--- config.mk ---
export PLATFORM = sky130hd
export DESIGN_NAME = multicycle_control
export DESIGN_NICKNAME = d
export VERILOG_FILES = /design/src/rtl/multicycle_control_pkg.sv /design/src/rtl/multicycle_control_stall_watchdog.sv /design/src/rtl/multicycle_control.sv
export SDC_FILE = /design/constraint.sdc
export NUM_CORES = 1
export LEC_CHECK = 0
export CAP_MARGIN = 10
export CELL_PAD_IN_SITES_DETAIL_PLACEMENT = 2
export CELL_PAD_IN_SITES_GLOBAL_PLACEMENT = 2
export CORE_UTILIZATION = 21
export CTS_CLUSTER_SIZE = 40
export DETAILED_ROUTE_END_ITERATION = 10
export PLACE_DENSITY = 0.82
export REMOVE_ABC_BUFFERS = 1
export SYNTH_ARGS = -nofsm -noshare
export SYNTH_HDL_FRONTEND = slang
export SYNTH_HIERARCHICAL = 1
export SYNTH_SLANG_ARGS = --single-unit
--- constraint.sdc ---
create_clock -name clk -period 1.55 [get_ports clk]
set_input_delay 0.155 -clock clk [delete_from_list [all_inputs] [get_ports clk]]
set_output_delay 0.155 -clock clk [all_outputs]
set_load 0.005 [all_outputs]
--- src/rtl/multicycle_control_pkg.sv ---
// Shared encodings for the multicycle MIPS control path: FSM state codes,
// opcodes, and the ALUOp / ALUSrcB / PCSource codes the datapath decodes.
package multicycle_control_pkg;

    typedef enum logic [3:0] {
        ST_IDLE    = 4'd0,
        ST_FETCH   = 4'd1,
        ST_DECODE  = 4'd2,
        ST_MEMADDR = 4'd3,
        ST_MEMRD   = 4'd4,
        ST_MEMWB   = 4'd5,
        ST_MEMWR   = 4'd6,
        ST_EXEC_R  = 4'd7,
        ST_ALUWB_R = 4'd8,
        ST_EXEC_I  = 4'd9,
        ST_ALUWB_I = 4'd10,
        ST_BRANCH  = 4'd11,
        ST_JUMP    = 4'd12
    } state_e;

    localparam logic [5:0] OP_RTYPE = 6'b000000;
    localparam logic [5:0] OP_LW    = 6'b100011;
    localparam logic [5:0] OP_SW    = 6'b101011;
    localparam logic [5:0] OP_BEQ   = 6'b000100;
    localparam logic [5:0] OP_J     = 6'b000010;
    localparam logic [5:0] OP_ADDI  = 6'b001000;

    localparam logic [1:0] ALUOP_ADD   = 2'b00;
    localparam logic [1:0] ALUOP_SUB   = 2'b01;
    localparam logic [1:0] ALUOP_FUNCT = 2'b10;

    localparam logic [1:0] ALUSRCB_REG     = 2'b00;
    localparam logic [1:0] ALUSRCB_FOUR    = 2'b01;
    localparam logic [1:0] ALUSRCB_IMM     = 2'b10;
    localparam logic [1:0] ALUSRCB_IMM_SH2 = 2'b11;

    localparam logic [1:0] PCSRC_ALU    = 2'b00;
    localparam logic [1:0] PCSRC_ALUOUT = 2'b01;
    localparam logic [1:0] PCSRC_JUMP   = 2'b10;

    // Every datapath strobe in one bundle so a state only names what it asserts.
    typedef struct packed {
        logic       pc_write;
        logic       pc_write_cond;
        logic       i_or_d;
        logic       mem_read;
        logic       mem_write;
        logic       ir_write;
        logic       mem_to_reg;
        logic       reg_dst;
        logic       reg_write;
        logic       alu_src_a;
        logic [1:0] alu_src_b;
        logic [1:0] alu_op;
        logic [1:0] pc_source;
        logic       illegal_op;
    } ctrl_t;

    localparam ctrl_t CTRL_NONE = '0;

    // DECODE dispatch; unsupported opcodes fall back to FETCH.
    function automatic state_e decode_target(input logic [5:0] opcode);
        state_e target;
        case (opcode)
            OP_LW,
            OP_SW:    target = ST_MEMADDR;
            OP_RTYPE: target = ST_EXEC_R;
            OP_BEQ:   target = ST_BRANCH;
            OP_J:     target = ST_JUMP;
            OP_ADDI:  target = ST_EXEC_I;
            default:  target = ST_FETCH;
        endcase
        return target;
    endfunction

    function automatic logic opcode_supported(input logic [5:0] opcode);
        logic ok;
        case (opcode)
            OP_LW, OP_SW, OP_RTYPE, OP_BEQ, OP_J, OP_ADDI: ok = 1'b1;
            default:                                       ok = 1'b0;
        endcase
        return ok;
    endfunction

    function automatic logic is_mem_wait_state(input state_e s);
        return (s == ST_FETCH) || (s == ST_MEMRD) || (s == ST_MEMWR);
    endfunction

endpackage

--- src/rtl/multicycle_control_stall_watchdog.sv ---
// Counts consecutive stalled memory cycles and raises a sticky timeout flag
// once the count reaches STALL_LIMIT (STALL_LIMIT = 0 disables the flag).
module multicycle_control_stall_watchdog #(
    parameter int STALL_LIMIT = 16,
    parameter int CNT_W       = 5
) (
    input  logic clk,
    input  logic rst_n,
    input  logic stall,
    output logic timeout
);

    localparam logic [CNT_W-1:0] LIMIT = CNT_W'(STALL_LIMIT);
    localparam logic             WD_EN = (STALL_LIMIT != 0);

    logic [CNT_W-1:0] cnt_q;
    logic [CNT_W-1:0] cnt_d;
    logic             timeout_q;
    logic             timeout_d;

    always_comb begin
        cnt_d     = '0;
        timeout_d = timeout_q;
        if (stall) begin
            if (cnt_q >= LIMIT) begin
                cnt_d = LIMIT;
            end else begin
                cnt_d = cnt_q + 1'b1;
            end
        end
        // Flag rises on the same edge the count lands on the limit.
        if (WD_EN && stall && (cnt_d == LIMIT)) begin
            timeout_d = 1'b1;
        end
    end

    always_ff @(posedge clk or negedge rst_n) begin
        if (!rst_n) begin
            cnt_q     <= '0;
            timeout_q <= 1'b0;
        end else begin
            cnt_q     <= cnt_d;
            timeout_q <= timeout_d;
        end
    end

    assign timeout = timeout_q;

endmodule

--- src/rtl/multicycle_control.sv ---
// Main control FSM of the multicycle MIPS datapath: sequences each instruction
// through fetch/decode/execute/memory/writeback and drives all datapath strobes.
module multicycle_control
    import multicycle_control_pkg::*;
#(
    parameter int STALL_LIMIT = 16,
    parameter int CNT_W       = 5
) (
    input  logic       clk,
    input  logic       rst_n,
    input  logic [5:0] Opcode,
    input  logic       MemReady,
    output logic       PCWrite,
    output logic       PCWriteCond,
    output logic       IorD,
    output logic       MemRead,
    output logic       MemWrite,
    output logic       IRWrite,
    output logic       MemtoReg,
    output logic       RegDst,
    output logic       RegWrite,
    output logic       ALUSrcA,
    output logic [1:0] ALUSrcB,
    output logic [1:0] ALUOp,
    output logic [1:0] PCSource,
    output logic       IllegalOp,
    output logic       MemTimeout,
    output logic [3:0] State
);

    state_e state_q;
    state_e state_d;
    ctrl_t  ctrl;
    logic   mem_stall;

    always_ff @(posedge clk or negedge rst_n) begin
        if (!rst_n) begin
            state_q <= ST_IDLE;
        end else begin
            state_q <= state_d;
        end
    end

    always_comb begin
        state_d = state_q;
        ctrl    = CTRL_NONE;
        case (state_q)
            ST_IDLE: begin
                state_d = ST_FETCH;
            end
            ST_FETCH: begin
                ctrl.mem_read  = 1'b1;
                ctrl.i_or_d    = 1'b0;
                ctrl.alu_src_a = 1'b0;
                ctrl.alu_src_b = ALUSRCB_FOUR;
                ctrl.alu_op    = ALUOP_ADD;
                ctrl.pc_source = PCSRC_ALU;
                // IR and PC only load when the instruction word is actually on the bus.
                ctrl.ir_write  = MemReady;
                ctrl.pc_write  = MemReady;
                if (MemReady) begin
                    state_d = ST_DECODE;
                end
            end
            ST_DECODE: begin
                ctrl.alu_src_a  = 1'b0;
                ctrl.alu_src_b  = ALUSRCB_IMM_SH2;
                ctrl.alu_op     = ALUOP_ADD;
                ctrl.illegal_op = ~opcode_supported(Opcode);
                state_d         = decode_target(Opcode);
            end
            ST_MEMADDR: begin
                ctrl.alu_src_a = 1'b1;
                ctrl.alu_src_b = ALUSRCB_IMM;
                ctrl.alu_op    = ALUOP_ADD;
                state_d        = (Opcode == OP_SW) ? ST_MEMWR : ST_MEMRD;
            end
            ST_MEMRD: begin
                ctrl.mem_read = 1'b1;
                ctrl.i_or_d   = 1'b1;
                if (MemReady) begin
                    state_d = ST_MEMWB;
                end
            end
            ST_MEMWB: begin
                ctrl.reg_write  = 1'b1;
                ctrl.mem_to_reg = 1'b1;
                ctrl.reg_dst    = 1'b0;
                state_d         = ST_FETCH;
            end
            ST_MEMWR: begin
                ctrl.mem_write = 1'b1;
                ctrl.i_or_d    = 1'b1;
                if (MemReady) begin
                    state_d = ST_FETCH;
                end
            end
            ST_EXEC_R: begin
                ctrl.alu_src_a = 1'b1;
                ctrl.alu_src_b = ALUSRCB_REG;
                ctrl.alu_op    = ALUOP_FUNCT;
                state_d        = ST_ALUWB_R;
            end
            ST_ALUWB_R: begin
                ctrl.reg_write  = 1'b1;
                ctrl.reg_dst    = 1'b1;
                ctrl.mem_to_reg = 1'b0;
                state_d         = ST_FETCH;
            end
            ST_EXEC_I: begin
                ctrl.alu_src_a = 1'b1;
                ctrl.alu_src_b = ALUSRCB_IMM;
                ctrl.alu_op    = ALUOP_ADD;
                state_d        = ST_ALUWB_I;
            end
            ST_ALUWB_I: begin
                ctrl.reg_write = 1'b1;
                ctrl.reg_dst   = 1'b0;
                state_d        = ST_FETCH;
            end
            ST_BRANCH: begin
                ctrl.alu_src_a     = 1'b1;
                ctrl.alu_src_b     = ALUSRCB_REG;
                ctrl.alu_op        = ALUOP_SUB;
                ctrl.pc_write_cond = 1'b1;
                ctrl.pc_source     = PCSRC_ALUOUT;
                state_d            = ST_FETCH;
            end
            ST_JUMP: begin
                ctrl.pc_write  = 1'b1;
                ctrl.pc_source = PCSRC_JUMP;
                state_d        = ST_FETCH;
            end
            default: begin
                // Unreachable codes drive nothing and rejoin at FETCH.
                state_d = ST_FETCH;
            end
        endcase
    end

    assign mem_stall = is_mem_wait_state(state_q) && !MemReady;

    multicycle_control_stall_watchdog #(
        .STALL_LIMIT(STALL_LIMIT),
        .CNT_W      (CNT_W)
    ) u_stall_watchdog (
        .clk    (clk),
        .rst_n  (rst_n),
        .stall  (mem_stall),
        .timeout(MemTimeout)
    );

    assign PCWrite     = ctrl.pc_write;
    assign PCWriteCond = ctrl.pc_write_cond;
    assign IorD        = ctrl.i_or_d;
    assign MemRead     = ctrl.mem_read;
    assign MemWrite    = ctrl.mem_write;
    assign IRWrite     = ctrl.ir_write;
    assign MemtoReg    = ctrl.mem_to_reg;
    assign RegDst      = ctrl.reg_dst;
    assign RegWrite    = ctrl.reg_write;
    assign ALUSrcA     = ctrl.alu_src_a;
    assign ALUSrcB     = ctrl.alu_src_b;
    assign ALUOp       = ctrl.alu_op;
    assign PCSource    = ctrl.pc_source;
    assign IllegalOp   = ctrl.illegal_op;
    assign State       = state_q;

endmodule

==> results of run 1 <==
## layout make-up
class,count,area [um^2],share of cell area [%]
clock buffer,3,41.29,2.454
inverter,6,22.52,1.338
multi-input combinational,73,675.6,40.15
sequential,10,254.0,15.09
tap,48,60.06,3.569
timing repair buffer,76,629.4,37.40
## cell usage in the layout (no fill, tap or decap), drive strengths merged, types with 2 or more instances in the layout
master and instances:
mux2i 2, dlygate4sd2 7, clkbuf 9, dfrtp 10, a31oi 3, nor3 4, nor2 14, nand3 2
or2b 2, a21oi 2, o21ai 3, and3 3, or2 2, buf 55, nand2 3, clkdlybuf4s50 6
a21boi 2, ha 2, xnor2 2, nand2b 5, inv 6, o211ai 2
## cell usage after synthesis, types with 2 or more instances
library cell / n / share of area (%)
xnor2_1: 2 / 2.2
nand3_1: 2 / 1.3
o211ai_1: 2 / 1.9
and3_1: 3 / 2.4
or2b_1: 2 / 1.9
nor2_1: 14 / 6.6
or2_1: 2 / 1.6
buf_4: 4 / 3.8
a21boi_1: 2 / 1.9
o21ai_0: 3 / 1.9
nand2b_1: 4 / 3.1
inv_1: 6 / 2.8
nor3_1: 4 / 2.5
a21oi_1: 2 / 1.3
ha_1: 2 / 3.1
mux2i_1: 2 / 2.5
nand2_1: 3 / 1.4
dfrtp_1: 10 / 31
a31oi_1: 3 / 2.4
## timing repair
action | in CTS | in global routing
setup buffers | 9 | 9
pin swaps | 6 | 9
endpoints found under the setup margin | 24 | 23
resized for setup | 77 | 44
## metal layers
metal	GRT usage (%)	vias to the layer above	part of all wire [%]
li1	-	487	-
met1	22.92	537	39
met2	41.49	20	58
met3	1.449	8	1.7
met4	6.534	0	2.1
met5	0	-	0
## logic make-up after synthesis
family / synth area share (%)
flops: 31.40
buf+inv: 8.006
fa+ha+maj: 3.139
xor+xnor: 3.297
simple gates: 34.23
compound gates: 17.43
mux: 2.512
## registers in the layout, summed over array words and instances (netlist names)
signal and flops:
State 4, u_stall_watchdog/timeout 1, u_stall_watchdog/cnt_q 5
## path summary, 6_finish.rpt
| kind | start | endpoint | cells after the start |
|---|---|---|---|
| max | State[0] | u_stall_watchdog/timeout | 8 |
| min | rst_n | u_stall_watchdog/timeout | 1 |
| max reg2reg | State[0] | u_stall_watchdog/timeout | 8 |
| min reg2reg | u_stall_watchdog/timeout | u_stall_watchdog/timeout | 2 |
| max in group asynchronous | rst_n | State[3] | 1 |
| min in group clk | u_stall_watchdog/timeout | u_stall_watchdog/timeout | 2 |
## power groups by stage
stage	Combinational, mW	Sequential [mW]	Clock, mW
finish	2.34	0.421	0.274
CTS	1.90	0.412	0.272
global route	2.48	0.427	0.290
global placement	1.48	0.439	0
detailed placement	1.57	0.451	0
floorplan	0.509	0.486	0
## stage by stage
stage | util [%] | cells | instance area [um^2]
after floorplan | - | 89 | 755.7
after global placement | 36.43 | 196 | 1334
after detailed placement | 36.43 | 196 | 1334
after CTS | 42.52 | 208 | 1556
after global routing | 45.97 | 216 | 1683
final | 45.97 | 216 | 1683
## worst max-delay path, cell delays in order, from the launching register on
cell,delay [ns]
dfrtp_2,0.45
buf_6,0.14
nand2b_4,0.06
o21ai_2,0.06
and2_4,0.16
buf_4,0.12
nand3b_1,0.12
mux2i_4,0.09
o41ai_2,0.37
==> impl_metrics.toml, run 1 <==
[sta]
clock.fmax_ghz = 0.5933
rsz0062_at_grt = "yes"
whs_ns = 0.2600
fin_worst_skew_ns = 0.008253
final.min_clock_period_ns = 1.686
worst_slack_ns = -0.1356
setup_viol = 9
tns_ns = -0.5742
slew_violations = 0
slew_headroom_pct = 65.29
finalHoldViolations = 0
fin_crit_sh_pct = 108.7
tightestPinTransition_ns = 0.5191

[place]
dpl.hpwl_mm = 2.594
place_ws_ns = -0.4201
place_congestion = 0.7472
io_buffers = 30

[clock_tree]
numCtsBuffers = 3
cts.path.max_buffers = 2
cts_root_buffer = "clkbuf_8"
path_clk_slew_ns = 0.05
cts.sinks = 10
clk_latency_ns = 0.24
htreeDepth = 1
tritoncts = "done"
hold_buffers = 0

[run_status]
violations = "negative setup slack"
status = "complete, but fails checks"

[grt]
first_global_vias = 1190
grt_max_degree = 11
grtUsageTotal_pct = 20.91
antenna_found_initial = 0
grt_pass1_wl_mm = 6.334
grt_overflow = 0

[pwr]
intPower_mw = 1.801
swShare_pct = 40.76
p_sw_mw = 1.239
irDropWorstVdd_v = 0.0007827
power_frac_clock_pct = 9.0
p_seq_share_pct = 13.9
p_leak_nw = 0.7938
powerDensity_nw_per_um2 = 1806
power_mw = 3.039
power_frac_comb_pct = 77.1

[setup_path]
arrival_ns = 1.81
endpoint_kind = "register"
rrSetupSlack_ns = -0.14
critical_path_class = "register to register"
start_kind = "register"
crit_fanout = 5
critPathRequiredTime_ns = 1.68

[synthesis]
ys_types = 41
syn_avg_cell_area_um2 = 8.479
async_flop_share_pct = 100.0
ys_ff_latch = 10
yosysSeqAreaShare_pct = 31.40
synth_edf_count = 0
syn_area_um2 = 797.0
postSynthCellCount = 94
synth_top_flop_cell = "dfrtp_1"
yosys_warnings = 6

[detailed_routing]
vias = 1052
drtIter0Drc = 19
via_per_inst = 4.870
drc = 0
routed_wl_mm = 4.472
ant_nets = 0
wl_per_cell_um = 20.70
firstDrtPassIters = 4

[final_layout]
nets = 181
area_growth_pct = 111.1
fill_cells = 396
n_antenna_cell = 0
drive_gt1_share_pct = 57.74

[run]
cap_viol_max_count = 0

[die]
initial_core_util_pct = 21.77
die_h_um = 63.61
rows = 22
io_pins = 31
design.core.area_um2 = 3661
die_area_um2 = 4046
die_w_um = 63.61

[hold_path]
hold_path_class = "input pin to asynchronous set/reset pin"
Note: power is estimated with default switching activity, not from simulation.
==> run 2, diff against run 1 <==
ABC_AREA = 0   (was not set)
CTS_BUF_LIST = sky130_fd_sc_hd__clkbuf_16   (was not set)
==> run 2 against run 1 <==
Compared with the run above:
- the flow still finishes with violations (negative setup slack)
- sequential power grew 4%
- utilization up 2.8 points
- worst hold slack worse by 0.0090 ns
- combinational power rose by 9.0%
- cell count rose by 0.93%
- worst setup slack got worse by 0.087 ns
- clock-buffer cell count stayed put
==> impl_metrics.toml, run 2 (synthesized netlist as in run 1, its figures left out) <==
[setup_path]
arrival_ns = 1.88
endpoint_kind = "register"
crit_fanout = 4
critical_path_class = "register to register"
start_kind = "register"
critPathRequiredTime_ns = 1.65

[detailed_routing]
vias = 1067
ant_nets = 0
firstDrtPassIters = 2
via_per_inst = 4.894
wl_per_cell_um = 22.55
drtIter0Drc = 25
drc = 0
routed_wl_mm = 4.916

[clock_tree]
cts.path.max_buffers = 2
numCtsBuffers = 3
tritoncts = "done"
cts.sinks = 10
cts_root_buffer = "clkbuf_16"
clk_latency_ns = 0.24
htreeDepth = 1
path_clk_slew_ns = 0.04

[pwr]
irDropWorstVdd_v = 0.0006237
power_mw = 3.456
powerDensity_nw_per_um2 = 1934
p_leak_nw = 0.8377

[run_status]
violations = "negative setup slack"
status = "complete, but fails checks"

[sta]
whs_ns = 0.2510
tightestPinTransition_ns = 0.4982
setup_viol = 11
slew_headroom_pct = 66.68
worst_slack_ns = -0.2226
fin_crit_sh_pct = 114.4
clock.fmax_ghz = 0.5641
rsz0062_at_grt = "yes"
tns_ns = -0.9214
final.min_clock_period_ns = 1.773
finalHoldViolations = 0
slew_violations = 0
fin_worst_skew_ns = 0.004976

[grt]
grt_pass1_wl_mm = 6.720
grt_overflow = 0
first_global_vias = 1197
grt_max_degree = 11
grtUsageTotal_pct = 22.81
antenna_found_initial = 0

[hold_path]
hold_path_class = "input pin to asynchronous set/reset pin"

[die]
design.core.area_um2 = 3661
io_pins = 31
die_w_um = 63.61
rows = 22
die_h_um = 63.61
die_area_um2 = 4046
initial_core_util_pct = 21.77

[final_layout]
nets = 183
layout_commonest_cell = "buf_4"
area_growth_pct = 124.2
drive_gt1_share_pct = 60.00
largest_reg_flops = 5
n_antenna_cell = 0
layout_common_cells = "buf_4 (32), buf_6 (14), buf_2 (12)"
regMostFlops = "u_stall_watchdog/cnt_q"

[place]
io_buffers = 30
place_ws_ns = -0.4201
place_congestion = 0.7472
dpl.hpwl_mm = 2.594

[run]
cap_viol_max_count = 0
## run 2: cell count changes in the layout (fill, tap and decap cells not counted), sizes merged
cell	delta
buf	+6
clkbuf	-2
dlygate4sd2	-2
clkdlybuf4s15	-1
clkdlybuf4s50	+1
## run 2: cell type report
class                   instances  area (um^2)
inverters                       6        22.52
well taps                      48        60.06
flip-flops and latches         10        254.0
repair buffers                 78        654.4
fillers                       391         1874
clock buffers                   3        75.07
multi-input cells              73        720.7
## run 2: metrics by stage
step / area [um^2] / utilization [%] / std cells
4_1_cts: 1593 / 43.51 / 211
3_3_place_gp: 1334 / 36.43 / 196
3_5_place_dp: 1334 / 36.43 / 196
6_report: 1787 / 48.80 / 218
5_1_grt: 1787 / 48.80 / 218
2_1_floorplan: 755.7 / - / 89
## run 2: metal layers
layer,routed length [um],global-route usage (%)
met1,1860,22.51
met5,0,0
met3,114,2.899
met2,2786,47.74
met4,154,6.250
## run 2: report_power, final
group          internal [mW]  total [mW]  switching, mW  leakage, nW
registers              0.332       0.438          0.106        0.125
logic                   1.41        2.55           1.14        0.676
clock network          0.335       0.465          0.129       0.0370
total                   2.08        3.46           1.38        0.838
## run 2: critical path: stages, from the launching register on
cell	delay, ns
dfrtp_2	0.44
buf_6	0.14
nand2b_4	0.06
o21ai_2	0.05
and2_4	0.14
buf_6	0.11
nand3b_1	0.13
mux2i_4	0.10
o41ai_2	0.46
## run 2: repair_timing
action / 4_1_cts / 5_1_grt
hold buffers: 0 / 0
gates resized for setup: 96 / 43
pin swaps: 5 / 8
endpoints found under the setup margin: 24 / 26
setup buffers: 12 / 8
## run 2: final timing paths
path | startpoint | slack (ns) | cells past startpoint | endpoint
max in group asynchronous | rst_n | 0.93 | 1 | State[3]
worst min-delay path | rst_n | 0.25 | 1 | u_stall_watchdog/timeout
worst max register to register | State[0] | -0.22 | 8 | u_stall_watchdog/timeout
worst max-delay path | State[0] | -0.22 | 8 | u_stall_watchdog/timeout
min in group clk | u_stall_watchdog/cnt_q[0] | 0.55 | 1 | u_stall_watchdog/cnt_q[0]
worst min register to register | u_stall_watchdog/cnt_q[0] | 0.55 | 1 | u_stall_watchdog/cnt_q[0]
